**src/rtl/hack_kbd_ctrl.sv**
```systemverilog
// rtl/hack_kbd_ctrl.sv - ps2_key bus to Hack KBD code with a hold stack and a press event FIFO
// Three stages: capture on toggle, translate, then apply to shift/stack/FIFO.
module hack_kbd_ctrl #(
  parameter int OUT_W      = 16,
  parameter int HOLD_DEPTH = 4,
  parameter int FIFO_DEPTH = 8
) (
  input  logic             clk_sys,
  input  logic             reset,
  input  logic [10:0]      ps2_key,
  output logic [OUT_W-1:0] kbd_code,
  output logic             shift,
  output logic             ev_valid,
  output logic [OUT_W-1:0] ev_code,
  input  logic             ev_ready,
  output logic             ev_ovf
);
  localparam int PW = (FIFO_DEPTH > 1) ? $clog2(FIFO_DEPTH) : 1;
  localparam int CW = PW + 1;

  function automatic logic [7:0] xlate(input logic ext, input logic [7:0] sc, input logic sh);
    logic [7:0] c;
    c = 8'd0;
    if (ext) begin
      case (sc)
        8'h5A: c = 8'd128;
        8'h4A: c = 8'd47;
        8'h6B: c = 8'd130;
        8'h75: c = 8'd131;
        8'h74: c = 8'd132;
        8'h72: c = 8'd133;
        8'h6C: c = 8'd134;
        8'h69: c = 8'd135;
        8'h7D: c = 8'd136;
        8'h7A: c = 8'd137;
        8'h70: c = 8'd138;
        8'h71: c = 8'd139;
        default: c = 8'd0;
      endcase
    end else begin
      case (sc)
        8'h1C: c = 8'd97;   8'h32: c = 8'd98;   8'h21: c = 8'd99;   8'h23: c = 8'd100;
        8'h24: c = 8'd101;  8'h2B: c = 8'd102;  8'h34: c = 8'd103;  8'h33: c = 8'd104;
        8'h43: c = 8'd105;  8'h3B: c = 8'd106;  8'h42: c = 8'd107;  8'h4B: c = 8'd108;
        8'h3A: c = 8'd109;  8'h31: c = 8'd110;  8'h44: c = 8'd111;  8'h4D: c = 8'd112;
        8'h15: c = 8'd113;  8'h2D: c = 8'd114;  8'h1B: c = 8'd115;  8'h2C: c = 8'd116;
        8'h3C: c = 8'd117;  8'h2A: c = 8'd118;  8'h1D: c = 8'd119;  8'h22: c = 8'd120;
        8'h35: c = 8'd121;  8'h1A: c = 8'd122;
        8'h16: c = sh ? 8'd33  : 8'd49;
        8'h1E: c = sh ? 8'd64  : 8'd50;
        8'h26: c = sh ? 8'd35  : 8'd51;
        8'h25: c = sh ? 8'd36  : 8'd52;
        8'h2E: c = sh ? 8'd37  : 8'd53;
        8'h36: c = sh ? 8'd94  : 8'd54;
        8'h3D: c = sh ? 8'd38  : 8'd55;
        8'h3E: c = sh ? 8'd42  : 8'd56;
        8'h46: c = sh ? 8'd40  : 8'd57;
        8'h45: c = sh ? 8'd41  : 8'd48;
        8'h4E: c = sh ? 8'd95  : 8'd45;
        8'h55: c = sh ? 8'd43  : 8'd61;
        8'h54: c = sh ? 8'd123 : 8'd91;
        8'h5B: c = sh ? 8'd125 : 8'd93;
        8'h4C: c = sh ? 8'd58  : 8'd59;
        8'h52: c = sh ? 8'd34  : 8'd39;
        8'h41: c = sh ? 8'd60  : 8'd44;
        8'h49: c = sh ? 8'd62  : 8'd46;
        8'h4A: c = sh ? 8'd63  : 8'd47;
        8'h5D: c = sh ? 8'd124 : 8'd92;
        8'h0E: c = sh ? 8'd126 : 8'd96;
        8'h29: c = 8'd32;
        8'h79: c = 8'd43;   8'h7B: c = 8'd45;   8'h7C: c = 8'd42;
        8'h5A: c = 8'd128;  8'h66: c = 8'd129;  8'h76: c = 8'd140;
        8'h05: c = 8'd141;  8'h06: c = 8'd142;  8'h04: c = 8'd143;  8'h0C: c = 8'd144;
        8'h03: c = 8'd145;  8'h0B: c = 8'd146;  8'h83: c = 8'd147;  8'h0A: c = 8'd148;
        8'h01: c = 8'd149;  8'h09: c = 8'd150;  8'h78: c = 8'd151;  8'h07: c = 8'd152;
        default: c = 8'd0;
      endcase
      // Shifted punctuation lands outside a..z, so only letters are folded to upper case
      if (sh && c >= 8'd97 && c <= 8'd122) c = c - 8'd32;
    end
    return c;
  endfunction

  logic       tog_q, cap_valid;
  logic [9:0] cap_key;
  logic       t_valid, t_press, t_ext, t_shl, t_shr;
  logic [7:0] t_scan, t_code;
  logic       shift_l, shift_r, shift_l_n, shift_r_n;

  always_ff @(posedge clk_sys) begin
    if (reset) begin
      tog_q     <= ps2_key[10];
      cap_valid <= 1'b0;
      cap_key   <= '0;
    end else begin
      tog_q     <= ps2_key[10];
      cap_valid <= (ps2_key[10] != tog_q);
      cap_key   <= ps2_key[9:0];
    end
  end

  // Translation sees the shift state that the event ahead of it is about to apply
  assign shift_l_n = (t_valid && t_shl) ? t_press : shift_l;
  assign shift_r_n = (t_valid && t_shr) ? t_press : shift_r;

  always_ff @(posedge clk_sys) begin
    if (reset) begin
      t_valid <= 1'b0;
      t_press <= 1'b0;
      t_ext   <= 1'b0;
      t_scan  <= '0;
      t_code  <= '0;
      t_shl   <= 1'b0;
      t_shr   <= 1'b0;
    end else begin
      t_valid <= cap_valid;
      t_press <= cap_key[9];
      t_ext   <= cap_key[8];
      t_scan  <= cap_key[7:0];
      t_code  <= xlate(cap_key[8], cap_key[7:0], shift_l_n | shift_r_n);
      t_shl   <= cap_valid && !cap_key[8] && (cap_key[7:0] == 8'h12);
      t_shr   <= cap_valid && !cap_key[8] && (cap_key[7:0] == 8'h59);
    end
  end

  logic [HOLD_DEPTH-1:0] st_vld, st_vld_n, hit;
  logic [8:0]            st_key    [HOLD_DEPTH];
  logic [8:0]            st_key_n  [HOLD_DEPTH];
  logic [7:0]            st_code   [HOLD_DEPTH];
  logic [7:0]            st_code_n [HOLD_DEPTH];
  logic [HOLD_DEPTH:0]   vld_x;
  logic [8:0]            key_x     [HOLD_DEPTH+1];
  logic [7:0]            code_x    [HOLD_DEPTH+1];
  logic                  seen, mapped, do_ins, do_rem;

  always_comb begin
    hit   = '0;
    vld_x = '0;
    for (int i = 0; i <= HOLD_DEPTH; i++) begin
      key_x[i]  = '0;
      code_x[i] = '0;
    end
    for (int i = 0; i < HOLD_DEPTH; i++) begin
      hit[i]    = st_vld[i] && (st_key[i] == {t_ext, t_scan});
      vld_x[i]  = st_vld[i];
      key_x[i]  = st_key[i];
      code_x[i] = st_code[i];
    end
    mapped    = (t_code != 8'd0);
    do_ins    = t_valid && t_press && mapped && !(|hit);
    do_rem    = t_valid && !t_press && (|hit);
    st_vld_n  = st_vld;
    st_key_n  = st_key;
    st_code_n = st_code;
    seen      = 1'b0;
    if (do_ins) begin
      for (int i = 1; i < HOLD_DEPTH; i++) begin
        st_vld_n[i]  = st_vld[i-1];
        st_key_n[i]  = st_key[i-1];
        st_code_n[i] = st_code[i-1];
      end
      st_vld_n[0]  = 1'b1;
      st_key_n[0]  = {t_ext, t_scan};
      st_code_n[0] = t_code;
    end else if (do_rem) begin
      // Everything from the matching slot down moves up one place
      for (int i = 0; i < HOLD_DEPTH; i++) begin
        seen = seen | hit[i];
        if (seen) begin
          st_vld_n[i]  = vld_x[i+1];
          st_key_n[i]  = key_x[i+1];
          st_code_n[i] = code_x[i+1];
        end
      end
    end
  end

  always_ff @(posedge clk_sys) begin
    if (reset) begin
      st_vld <= '0;
      for (int i = 0; i < HOLD_DEPTH; i++) begin
        st_key[i]  <= '0;
        st_code[i] <= '0;
      end
    end else begin
      st_vld  <= st_vld_n;
      st_key  <= st_key_n;
      st_code <= st_code_n;
    end
  end

  logic [7:0]    mem [FIFO_DEPTH];
  logic [PW-1:0] rd_ptr, wr_ptr, rd_ptr_n;
  logic [CW-1:0] count, count_n;
  logic [7:0]    head_q, head_n;
  logic          push_req, push, pop, full;

  always_comb begin
    full     = (count == CW'(FIFO_DEPTH));
    pop      = (count != '0) && ev_ready;
    push_req = t_valid && t_press && mapped;
    push     = push_req && (!full || pop);
    rd_ptr_n = pop ? rd_ptr + PW'(1) : rd_ptr;
    count_n  = count;
    head_n   = '0;
    if (push && !pop)      count_n = count + CW'(1);
    else if (pop && !push) count_n = count - CW'(1);
    // The entry being written becomes the head only when nothing older survives the pop
    if (count_n == '0)                                head_n = '0;
    else if (count == '0 || (count == CW'(1) && pop)) head_n = t_code;
    else                                              head_n = mem[rd_ptr_n];
  end

  always_ff @(posedge clk_sys) begin
    if (reset) begin
      rd_ptr  <= '0;
      wr_ptr  <= '0;
      count   <= '0;
      head_q  <= '0;
      ev_ovf  <= 1'b0;
      shift_l <= 1'b0;
      shift_r <= 1'b0;
    end else begin
      rd_ptr  <= rd_ptr_n;
      count   <= count_n;
      head_q  <= head_n;
      shift_l <= shift_l_n;
      shift_r <= shift_r_n;
      if (push) wr_ptr <= wr_ptr + PW'(1);
      if (push_req && !push) ev_ovf <= 1'b1;
    end
  end

  always_ff @(posedge clk_sys) begin
    if (push) mem[wr_ptr] <= t_code;
  end

  assign kbd_code = st_vld[0] ? OUT_W'(st_code[0]) : '0;
  assign shift    = shift_l | shift_r;
  assign ev_valid = (count != '0);
  assign ev_code  = OUT_W'(head_q);

endmodule

```
**config.mk**
```make
export PLATFORM = sky130hd
export DESIGN_NAME = hack_kbd_ctrl
export DESIGN_NICKNAME = d
export VERILOG_FILES = /design/src/rtl/hack_kbd_ctrl.sv
export SDC_FILE = /design/constraint.sdc
export NUM_CORES = 1
export LEC_CHECK = 0
export BUFFER_PORTS_ARGS = -buffer_cell sky130_fd_sc_hd__clkbuf_2
export CAP_MARGIN = 20
export CORE_UTILIZATION = 45
export CTS_CLUSTER_SIZE = 10
export DETAILED_ROUTE_END_ITERATION = 12
export PLACE_DENSITY = 0.76
export SETUP_SLACK_MARGIN = 0.05
export SLEW_MARGIN = 30
export SYNTH_ARGS = -nofsm -noshare
export SYNTH_HDL_FRONTEND = slang
export SYNTH_SLANG_ARGS = --single-unit
```
**constraint.sdc**
```tcl
create_clock -name clk_sys -period 2.55 [get_ports clk_sys]
set_input_delay 0.3825 -clock clk_sys [delete_from_list [all_inputs] [get_ports clk_sys]]
set_output_delay 0.3825 -clock clk_sys [all_outputs]
set_load 0.03 [all_outputs]
```
Yosys cells after proc, flatten, opt, wreduce, memory -nomap -nowiden. Memory sizes are Yosys's and may differ from the RTL's. Index checks and enable logic that the tools add are counted.

RAM bits: 64. Register bits: 126. Memories kept: 1.

$lt $le $gt $ge: 2. Bitwise operators: 5. Add/sub/neg operators: 5. Equality and inequality tests: 85. Reduce and logical (&&, ||, !) cells: 45. Mux-type cells: 54.

Memories: mem (depth 8, bits a word 8, read ports 1, clocked after Yosys merged registers in 0, wr ports 1, line 192) `logic [7:0] mem [FIFO_DEPTH];`.

Operators with widths (count): $pmux 8 s66 (1); $eq 8x7->1 const B (35); $eq 8x6->1 const B (23); $pmux 8 s12 (1); $mux 8 (10); $mux 36 (2); $mux 5 (13); $eq 8x5->1 const B (8); $mux 32 (2); $eq 8x4->1 const B (5); $eq 9x9->1 (4); $mux 9 (4); $eq 8x3->1 const B (4); $logic_and 1x1->1 (22); $mux 7 (3); $mux 6 (3); $mux 4 (4); $reduce_bool 2->1 (5); $mux 1 (9); $eq 8x1->1 const B (1); $eq 8x2->1 const B (1); $eq 8x8->1 const B (1); $ge 8x7->1 const B (1); $le 8x7->1 const B (1); 17 further kinds (33).

Longest topological paths before layout. Gate-level depths: netlist (run 1).

Word-level depth: 12. Gate-level depth with buffers: 14. Depth with buffers taken out: 11.

Worst setup path before layout (run 1). OpenSTA, ideal clock, no wires.

Kind: reg-to-reg. Start point: register count[0]. End point: register head_q[6]. Stages on the path, launching flop included: 11. Setup slack: -478 ps. Data required time: 2434 ps. Arrival time: 2912 ps. Cells stage by stage: dfxtp_1 -> inv_1 -> ha_1 -> or3b_1 -> nand2_2 -> mux2i_1 -> clkbuf_1 -> mux4_2 -> mux2i_1 -> nand2_1 -> o211a_1.

Word-level cells in the longest chain between the ends: 10. Elaborated cells between the ends (all ways): 23.

Ends and longest elaborated chain: from (decl) (line 194) `logic [CW-1:0] count, count_n;`; from (signal assigned) (line 225) `count <= count_n;`; $reduce_bool 4->1 *; via ev_valid (line 13) `output logic ev_valid,`; $logic_and 1x1->1 * (line 200) `pop = (count != '0) && ev_ready;`; $logic_or 1x1->1 (line 202) `push = push_req && (!full || pop);`; $logic_and 1x1->1 (line 202); $logic_not 1->1 (line 207) `else if (pop && !push) count_n = count - CW'(1);`; $logic_and 1x1->1 (line 207); $mux 4 (line 207); $mux 4 (line 206) `if (push && !pop) count_n = count + CW'(1);`; $logic_not 4->1 (line 209) `if (count_n == '0) head_n = '0;`; $reduce_or 2->1 (no line); to (signal assigned) (line 226) `head_q <= head_n;`; to (decl) (line 195) `logic [7:0] head_q, head_n;`.

The timed path passes the listed nets; every way through them passes the cells marked *. A chain may end at the register's enable or synchronous reset.

Worst setup path after layout (run 1).
Start point: register cap_key[7]. End point: register t_code[6].

Word-level cells in the longest chain between the ends: 9. Elaborated cells between the ends (all ways): 76.

Ends and longest elaborated chain: from (decl) (line 85) `logic [9:0] cap_key;`; from (signal assigned) (line 98) `cap_key <= ps2_key[9:0];`; $eq 8x3->1, or another cell as far along (line 41) `case (sc)`; $pmux 8 s66 * (line 41); $mux 8 * (line 24) `if (ext) begin`; $mux 8 * (line 107) `if (reset) begin`; $ge 8x7->1 (line 79) `if (sh && c >= 8'd97 && c <= 8'd122) c = c - 8'd32;`; $logic_and 1x1->1 (2 in a row) (line 79); $mux 8 * (line 79); $mux 8 * (line 24); to (signal assigned) (line 120) `t_code <= xlate(cap_key[8], cap_key[7:0], shift_l_n | shift_r_n);`; to (decl) (line 87) `logic [7:0] t_scan, t_code;`.

Mark *: on every way between the ends. The rest lies on a longest branch, timed or not. The select of a mux whose other input is x is not followed.

==> qor.yml, run 1 <==
status: "complete, but fails checks"
violations: "negative setup slack"
ys_seq_area_share_pct: 46.6
crit_start: "cap_key[7]$_SDFF_PP0_"
cp_data_required_time_ps: 2850
critPathMaxStageDelay_ps: 610
drc: 0
overflow: 0
portBuffers: 32
die_h_um: 148
top_layer: "met4"
viasPerCell: 5.72
gp_congestion: 0.973
critical_path_class: "reg -> reg"
path_clk_slew_ps: 70
synth_top_area_cell: "dfxtp_1"
path_max_fanout: 11
fmax_mhz: 369
synth.area.top_cells: "dfxtp_1 26%, edfxtp_1 20%, nor2_1 5.1%"
first_pass_iters: 6
worst_slack_ps: -163
avgSynthCellArea_um2: 9.73
synth_edf_count: 64
hold_start: "ps2_key[10]"
cap_violations: 0
drv_slew: 0
wl_met2_um: 13800
worst_pin_slew_ps: 508
cts_buffers: 17
drtIter0Drc: 652
grtUsageTotal_pct: 25.7
syn_to_final_growth_pct: 28.7
met3_wirelength_um: 1430
die-area_um2: 21800
p_leak_uw: 0.00471
clk-insertion-delay-late_ps: 430
critPathBufInv: 2
r2r-start: "cap_key[7]$_SDFF_PP0_"
io-pin-count: 49
vias: 8206
grt_max_degree: 108
grt_pass1_vias: 8084
cts.path.max_buffers: 2
synth_async_sr_flop_share_pct: 0
fin_crit_sh_pct: 106
fin_util_pct: 59.8
yosysWarnings: 0
synth_ff_type: "dfxtp_1"
routedWlPerCell_um: 18.9
htreeDepth: 4
num_rows: 52
final_hold_viol_count: 0
cp_slowest_cell: "or4bb_1"
initial_utilization_pct: 46.5
fin_nets: 1171
synth_top_cell_area_share_pct: 26.5
ir_worst_vdd_v: 0.000519
ant_nets: 0
whs_ps: 84.8
drive_above_1_share_pct: 31.2
yosysUniqueCellTypes: 90
cp-end-kind: "flip-flop"
die_w_um: 148
syn-cell-area_um2: 9530
crit_arrival_ps: 3010
drt_wl_total_um: 27200
cpMostUsedCell: "buf_4"
syn_inst: 979
cp-start-kind: "flip-flop"
fin_cells: 1434
synth-seq-cells: 190
core_area_um2: 20500
antenna_found_initial: 0
grt_pass1_wl_um: 43400
rsz0062_at_grt: "true"
hpwl_um: 19000
worst_path_dominant_cell_family: "simple AND/OR/NAND/NOR gates"
finalSetupViolCount: 10
p_per_area_nw_per_um2: 715
place_ws_ps: -521
hold_buffers: 0
hp-class: "in -> reg"
dp.cells: 1375
wl_met1_um: 11400
period_needed_ps: 2710
cts_tree: "yes"
diodes: 0
path_cells: "buf_4, nand4bb_1, buf_4, nor3_1, a21oi_2, or4bb_1, nor3_4, o21ai_2, a21oi_1, a2111oi_4"
clock_sinks: 190
cts_root_buf: "clkbuf_16"
finalClockSkew_ps: 15.6
relSlewSlack_pct: 66.2
## per-stage QoR
stage	area (um2)	setup TNS (ps)	power, uW
floorplan	9650	-335	4900
global placement	11000	-1580	5490
detailed placement	11000	-2070	5560
CTS	12200	-650	8760
global route	12300	-1420	9100
finish	12300	-573	8770
## worst register-to-register path: stages, from the launching register on
cell and delay [ps]:
dfxtp_4 460, buf_4 160, nand4bb_1 200, buf_4 170, nor3_1 60, a21oi_2 200
or4bb_1 610, nor3_4 240, o21ai_2 120, a21oi_1 260, a2111oi_4 110
## registers in the layout, summed over array words and instances (netlist names), 8 cells and up
register  cells
mem          64
key_x        36
code_x       32
cap_key      10
head_q        8
t_code        8
t_scan        8
## Yosys cell counts, types with 4 or more instances
cell type and count:
nor2_1 129, dfxtp_1 126, nand2_1 100, edfxtp_1 64
xnor2_1 43, a22oi_1 38, a21oi_1 37, clkbuf_1 35
buf_2 23, nor2b_1 23, nor3_1 23, nor4_1 22
buf_4 21, a311oi_1 20, o21ai_0 17, mux4_2 16
nand4_1 15, mux2i_1 14, nand2b_1 14, a211oi_1 12
inv_1 11, buf_1 9, nand3_1 9, o211a_1 9
o22ai_1 9, and2_1 8, a31oi_1 7, ha_1 6
o2111ai_1 5, o32ai_1 5, xor2_1 5, or2_2 4
## cell usage in the layout (no fill, tap or decap), types with 10 or more instances in the layout
| master | count |
|---|---|
| a311oi_1 | 20 |
| a22oi_1 | 38 |
| nand2b_1 | 10 |
| edfxtp_1 | 64 |
| nand4_1 | 15 |
| conb_1 | 16 |
| buf_4 | 179 |
| buf_6 | 11 |
| nor2b_1 | 23 |
| mux4_2 | 16 |
| clkbuf_16 | 17 |
| dfxtp_1 | 116 |
| xnor2_1 | 43 |
| nor2_1 | 127 |
| nor4_1 | 21 |
| a21oi_1 | 36 |
| nand2_1 | 98 |
| clkbuf_2 | 31 |
| o21ai_0 | 15 |
| nor3_1 | 18 |
| mux2i_1 | 11 |
## power by group
group,switching (uW),internal [uW],total (uW)
Clock,1340,1440,2780
Combinational,1280,1340,2630
Sequential,115,3250,3360
Total,2740,6030,8770
## path summary, 6_finish.rpt
| kind | end | slack (ps) | cells after the start |
|---|---|---|---|
| worst max-delay path | t_code[6]$_SDFF_PP0_ | -160 | 10 |
| worst min register to register | t_valid$_SDFF_PP0_ | 480 | 1 |
| worst max register to register | t_code[6]$_SDFF_PP0_ | -160 | 10 |
| worst min-delay path | tog_q$_DFF_P_ | 80 | 1 |
## final cells by class
| class | instances | area [um2] |
|---|---|---|
| inverters | 13 | 48.8 |
| well taps | 270 | 338 |
| repair buffers | 231 | 1830 |
| multi-input cells | 698 | 4940 |
| fillers | 1646 | 8230 |
| clock buffers | 17 | 425 |
| flip-flops and latches | 190 | 4470 |
| clock inverters | 15 | 213 |
## routing by layer
layer,GRT usage (%),up-vias
met3,4.38,47
met2,45.3,296
met5,0,-
li1,-,3912
met1,32.0,3951
met4,7.47,0
## cells by family (layout without fill, tap and decap cells)
| family | count (synthesis) | in the layout | synth area share, % |
|---|---|---|---|
| simple gates | 396 | 396 | 21.3 |
| flops | 190 | 190 | 46.6 |
| xor+xnor | 49 | 49 | 4.58 |
| compound gates | 200 | 200 | 15.5 |
| fa+ha+maj | 6 | 6 | 0.788 |
| buf+inv | 106 | 276 | 5.78 |
| other cells | 1 | 16 | 0.0394 |
| mux | 31 | 31 | 5.37 |
## timing repair
item                                    4_1_cts  5_1_grt
gates resized for setup                      75       14
buffers inserted                             21        7
pin swaps                                    21       15
endpoints found under the setup margin       15       20
cloned                                        2        0
Power figures use the tool's default switching activity.
==> run 2, diff against run 1 <==
--- a/config.mk
+++ b/config.mk
@@ -7,10 +7,12 @@
 export LEC_CHECK = 0
 export BUFFER_PORTS_ARGS = -buffer_cell sky130_fd_sc_hd__clkbuf_2
 export CAP_MARGIN = 20
-export CORE_UTILIZATION = 45
+export CELL_PAD_IN_SITES_DETAIL_PLACEMENT = 1
+export CELL_PAD_IN_SITES_GLOBAL_PLACEMENT = 1
+export CORE_UTILIZATION = 44
 export CTS_CLUSTER_SIZE = 10
 export DETAILED_ROUTE_END_ITERATION = 12
-export PLACE_DENSITY = 0.76
+export PLACE_DENSITY = 0.89
 export SETUP_SLACK_MARGIN = 0.05
 export SLEW_MARGIN = 30
 export SYNTH_ARGS = -nofsm -noshare
==> run 2 against run 1 <==
The flow still finishes with violations (negative setup slack); highest routed layer unchanged; combinational power grew 9.1%; design area grew 2.2%; clock-buffer cell count is the same; die area grew 2.2%; fmax shrank 7.3%; wire length grew 35%; worst hold slack lost 33 ps; register-to-register slack lost 210 ps; clock skew grew 1.3 ps; largest power group unchanged; core utilization shrank 0.56 points; sequential power is essentially flat; non-clock buffer count grew 14.
==> qor.yml, run 2 (synthesis gave the netlist of run 1 again) <==
largest_register_ffs: 64  # unchanged
clock_sinks: 190  # unchanged
seq_area_um2: 4480  # +0.22%
hpwl_um: 22300  # +17%
syn_to_final_growth_pct: 31.6
routedWlPerCell_um: 25.3  # +34%
path_max_fanout: 9  # -2
cap_violations: 0  # unchanged
gp_congestion: 0.979  # +0.58%
final_hold_viol_count: 0  # unchanged
clk-insertion-delay-late_ps: 470  # +40 ps
p_per_area_nw_per_um2: 728  # +1.7%
cts_buffers: 17  # unchanged
hold_buffers: 0  # unchanged
multi_input_area_um2: 5040  # +1.9%
p_leak_uw: 0.00480  # +1.9%
htreeDepth: 4  # unchanged
hp-class: "in -> reg"
critPathMaxStageDelay_ps: 550  # -60 ps
rsz0062_at_grt: "true"
path_clk_slew_ps: 90  # +20 ps
drt_wl_total_um: 36800  # +35%
cts_root_buf: "clkbuf_16"
path_cells: "buf_12, or3b_4, a211oi_1, o21ai_1, o211ai_1, or3_4, or4_4, buf_4, buf_6, a32oi_2, nand2_1"
regMostFlops: "mem"
vias: 9064  # +10%
cp_slowest_cell: "or4_4"
cp-end-kind: "flip-flop"
critical_path_class: "reg -> reg"
die-area_um2: 22300  # +2.2%
period_needed_ps: 2930  # +214 ps
internal_power_uw: 6050  # +0.31%
drtIter0Drc: 830  # +27%
crit_arrival_ps: 3280  # +270 ps
initial_utilization_pct: 45.0  # -1.4 points
die_w_um: 149  # +1.1%
portBuffers: 32  # unchanged
grt_pass1_vias: 9353  # +16%
status: "complete, but fails checks"
fin_total_pwr_uw: 9120  # +4.0%
overflow: 0  # unchanged
r2r_slack_ps: -380  # -210 ps
setup_tns_ps: -1530  # -962 ps
viasPerCell: 6.24  # +9.0%
layout_common_cells: "188 x buf_4, 127 x nor2_1, 110 x dfxtp_1, 97 x nand2_1, 64 x edfxtp_1"
finalClockSkew_ps: 16.8  # +1.26 ps
violations: "negative setup slack"
first_pass_iters: 5  # -1
fmax_mhz: 342  # -7.3%
antenna_found_initial: 0  # unchanged
cts_tree: "yes"
ir_worst_vdd_v: 0.000423  # -19%
diodes: 0  # unchanged
io-pin-count: 49  # unchanged
cts.path.max_buffers: 2  # unchanged
worst_slack_ps: -377  # -214 ps
placement.cell_area_um2: 11000  # +0.10%
nFillCells: 2263  # +37%
fin_nets: 1185  # +1.2%
fin_crit_sh_pct: 115  # +8.4 points
p_sw_share_pct: 33.7  # +2.4 points
final_area_um2: 12500  # +2.2%
finalSetupViolCount: 13  # +3
num_rows: 53  # +1.9%
grt_pass1_wl_um: 53500  # +23%
cp_data_required_time_ps: 2900  # +50 ps
core_area_um2: 21200  # +3.2%
relSlewSlack_pct: 56.7  # -9.5 points
drive_above_1_share_pct: 33.8  # +2.6 points
grt_max_degree: 112  # +3.7%
drc: 0  # unchanged
power.switching_uw: 3080  # +12%
grtUsageTotal_pct: 32.1  # +6.5 points
comb_power_share_pct: 31.4  # +1.5 points
seq_power_share_pct: 36.8  # -1.6 points
ant_nets: 0  # unchanged
cp-start-kind: "flip-flop"
clockPowerShare_pct: 31.8  # about the same
die_h_um: 149  # +1.1%
drv_slew: 0  # unchanged
mostFrequentLayoutCell: "buf_4"
whs_ps: 52.2  # -32.6 ps
worst_pin_slew_ps: 642  # +134 ps
run 2: changes by cell type in the layout (fill, tap and decap cells not counted), sizes merged:
cell,previous run,this run
buf,200,212
inv,19,22
clkbuf,48,50
clkinv,8,6
bufinv,1,0
run 2: power groups by stage:
stage	registers, uW	logic (uW)	clock network, uW
finish	3360	2870	2900
floorplan	3490	1410	0
global route	3370	3030	3010
global placement	3410	2090	0
CTS	3350	2720	2890
detailed placement	3420	2230	0
run 2: final timing paths:
path	to	cells past startpoint	startpoint
setup reg to reg	t_code[5]$_SDFF_PP0_	11	cap_key[1]$_SDFF_PP0_
hold / removal	tog_q$_DFF_P_	1	ps2_key[10]
hold reg to reg	t_valid$_SDFF_PP0_	1	cap_valid$_SDFF_PP0_
setup / recovery	t_code[5]$_SDFF_PP0_	11	cap_key[1]$_SDFF_PP0_
run 2: what timing repair did:
| item | 4_1_cts | 5_1_grt |
|---|---|---|
| gates cloned | 2 | 1 |
| setup endpoints to repair | 37 | 57 |
| setup buffers | 28 | 23 |
| pin swaps | 23 | 28 |
| resized for setup | 60 | 52 |
run 2: routing by layer:
layer	vias up	GRT usage (%)	part of all wire [%]
met5	-	0	0
met4	0	18.6	5.0
met3	156	5.63	6.5
met2	479	57.7	52
met1	4502	35.5	36
li1	3927	-	-
run 2: critical path, delay by kind of cell, from the launching register on:
family	cells	cell delay, ps
compound gates	4	730
buf+inv	3	400
flops	1	360
simple gates	4	1320
run 2: stage by stage:
step / worst slack [ps] / cells / util, %
2_1_floorplan: -106 / 994 / -
3_3_place_gp: -269 / 1374 / 52.2
3_5_place_dp: -435 / 1374 / 52.2
4_1_cts: -237 / 1432 / 57.6
5_1_grt: -413 / 1453 / 59.3
6_report: -377 / 1453 / 59.3
run 2: final cells by class:
type                            instances  share of cell area, %
Sequential cell                       190                   35.7
Inverter                               13                  0.389
Clock buffer                           17                   3.39
Clock inverter                         15                   1.72
Tap cell                              275                   2.74
Timing Repair Buffer                  245                   15.8
Multi-Input combinational cell        698                   40.2
==> run 3, diff against run 2 <==
--- a/config.mk
+++ b/config.mk
@@ -9,6 +9,7 @@
 export CAP_MARGIN = 20
 export CELL_PAD_IN_SITES_DETAIL_PLACEMENT = 1
 export CELL_PAD_IN_SITES_GLOBAL_PLACEMENT = 1
+export CORE_MARGIN = 8
 export CORE_UTILIZATION = 44
 export CTS_CLUSTER_SIZE = 10
 export DETAILED_ROUTE_END_ITERATION = 12
==> run 3 against run 2 <==
The run still ends with negative setup slack left; critical path depth is the same; wire length grew 5.1%; worst hold slack gained 4.2 ps; non-clock buffer count grew 2; clock-buffer cell count is the same; largest power group unchanged.
==> qor.yml, run 3 (synthesis gave the netlist of run 1 again) <==
status: "complete, but fails checks"
violations: "negative setup slack"
htreeDepth: 4  # unchanged
drive_above_1_share_pct: 35.3  # +1.6 points
relSlewSlack_pct: 49.1  # -7.6 points
worst_slack_ps: -317  # +59.3 ps
cts_tree: "yes"
first_pass_iters: 7  # +2
ant_nets: 0  # unchanged
clock_sinks: 190  # unchanged
cpMostUsedCell: "buf_4"
fmax_mhz: 349  # +2.1%
fin_crit_sh_pct: 112  # -2.3 points
cts_root_buf: "clkbuf_16"
die-area_um2: 26600  # +20%
critPathMaxStageDelay_ps: 380  # -170 ps
fin_util_pct: 58.7  # -0.56 points
fin_total_pwr_uw: 9080  # -0.46%
gp_congestion: 0.971  # -0.79%
top_usage_layer: "met2"
io-pin-count: 49  # unchanged
path_clk_slew_ps: 80  # about the same
diodes: 0  # unchanged
p_leak_uw: 0.00487  # +1.5%
portBuffers: 32  # unchanged
initial_utilization_pct: 44.2  # -0.83 points
drt_wl_total_um: 38700  # +5.1%
setup_tns_ps: -1360  # +178 ps
drv_slew: 0  # unchanged
period_needed_ps: 2870  # -59.3 ps
met2_usage_pct: 48.0  # -9.7 points
cp-start-kind: "flip-flop"
met1_usage_pct: 31.3  # -4.2 points
hp-class: "in -> reg"
dp.cells: 1387  # +0.95%
cts_buffers: 17  # unchanged
finalClockSkew_ps: 11.6  # -5.24 ps
path_cells: "buf_4, or3b_1, a2111oi_2, a31oi_1, o211ai_1, or3_4, buf_4, o21ai_2, buf_4, a32oi_2, nand2_1"
critical_path_class: "reg -> reg"
cp-end-kind: "flip-flop"
grt_pass1_vias: 9901  # +5.9%
grt_max_degree: 57  # -49%
drtIter0Drc: 875  # +5.4%
final_hold_viol_count: 0  # unchanged
drc: 0  # unchanged
hpwl_um: 23600  # +6.0%
clk-insertion-delay-late_ps: 460  # about the same
rsz0062_at_grt: "true"
cts.path.max_buffers: 2  # unchanged
worst_pin_slew_ps: 760  # +118 ps
cp_data_required_time_ps: 2870  # -30 ps
vias: 9352  # +3.2%
path_max_fanout: 7  # -2
finalSetupViolCount: 11  # -2
num_rows: 54  # +1.9%
cp_slowest_cell: "dfxtp_4"
mostFrequentLayoutCell: "buf_4"
hold_buffers: 0  # unchanged
p_per_area_nw_per_um2: 718  # -1.4%
layout_common_cells: "192 x buf_4, 124 x nor2_1, 107 x dfxtp_1, 97 x nand2_1, 64 x edfxtp_1"
place_ws_ps: -453  # -18.3 ps
die_h_um: 163  # +9.4%
cap_violations: 0  # unchanged
ir_worst_vdd_v: 0.000454  # +7.4%
syn_to_final_growth_pct: 32.8
grtUsageTotal_pct: 27.9  # -4.3 points
die_w_um: 163  # +9.4%
met3_usage_pct: 6.00  # +0.37 points
crit_arrival_ps: 3190  # -90 ps
antenna_found_initial: 0  # unchanged
overflow: 0  # unchanged
largest_register_ffs: 64  # unchanged
fin_nets: 1187  # +0.17%
fin_cells: 1460  # +0.48%
regMostFlops: "mem"
routedWlPerCell_um: 26.5  # +4.6%
core_area_um2: 21600  # +1.9%
grt_pass1_wl_um: 57500  # +7.5%
viasPerCell: 6.41  # +2.7%
-- run 3: worst paths after layout --
| check | slack (ps) | startpoint | endpoint | cells past startpoint |
|---|---|---|---|---|
| setup reg to reg | -320 | cap_key[6]$_SDFF_PP0_ | t_code[5]$_SDFF_PP0_ | 11 |
| hold / removal | 60 | ps2_key[10] | tog_q$_DFF_P_ | 1 |
| hold reg to reg | 460 | cap_valid$_SDFF_PP0_ | t_valid$_SDFF_PP0_ | 1 |
| setup / recovery | -320 | cap_key[6]$_SDFF_PP0_ | t_code[5]$_SDFF_PP0_ | 11 |
-- run 3: worst max-delay path: cells and delay by family, from the launching register on --
kind | cells | cell delay, ps
AND/OR/NAND/NOR | 3 | 760
buffers and inverters | 3 | 450
AO/OA/AOI/OAI | 5 | 1140
flip-flops | 1 | 380
-- run 3: stage by stage --
step	hold slack (ps)	cell area, um2
after floorplan	410	9650
after global placement	459	11100
after CTS	55.1	12300
after global routing	52.6	12700
after detailed placement	458	11100
final	56.4	12700
-- run 3: final cells by class --
cell class	count	area, um2
Timing Repair Buffer	247	1960
Clock buffer	17	425
Multi-Input combinational cell	698	5150
Fill cell	2303	8900
Sequential cell	190	4490
Tap cell	280	350
Clock inverter	15	228
Inverter	13	48.8
-- run 3: power breakdown --
| group | switching (uW) | total, uW | leakage, uW | internal, uW |
|---|---|---|---|---|
| combinational | 1440 | 2790 | 0.00294 | 1350 |
| sequential | 114 | 3360 | 0.00162 | 3250 |
| clock | 1540 | 2930 | 0.000312 | 1390 |
-- run 3: what timing repair did --
item / CTS / global route
setup endpoints to repair: 82 / 50
resized for setup: 88 / 53
pin swaps: 19 / 12
setup buffers: 27 / 15
cloned: 1 / 0
-- run 3: routing by layer --
layer / up-vias / part of all wire, %
li1: 3953 / -
met1: 4656 / 37
met2: 535 / 50
met3: 208 / 7.1
met4: 0 / 6.0
met5: - / 0
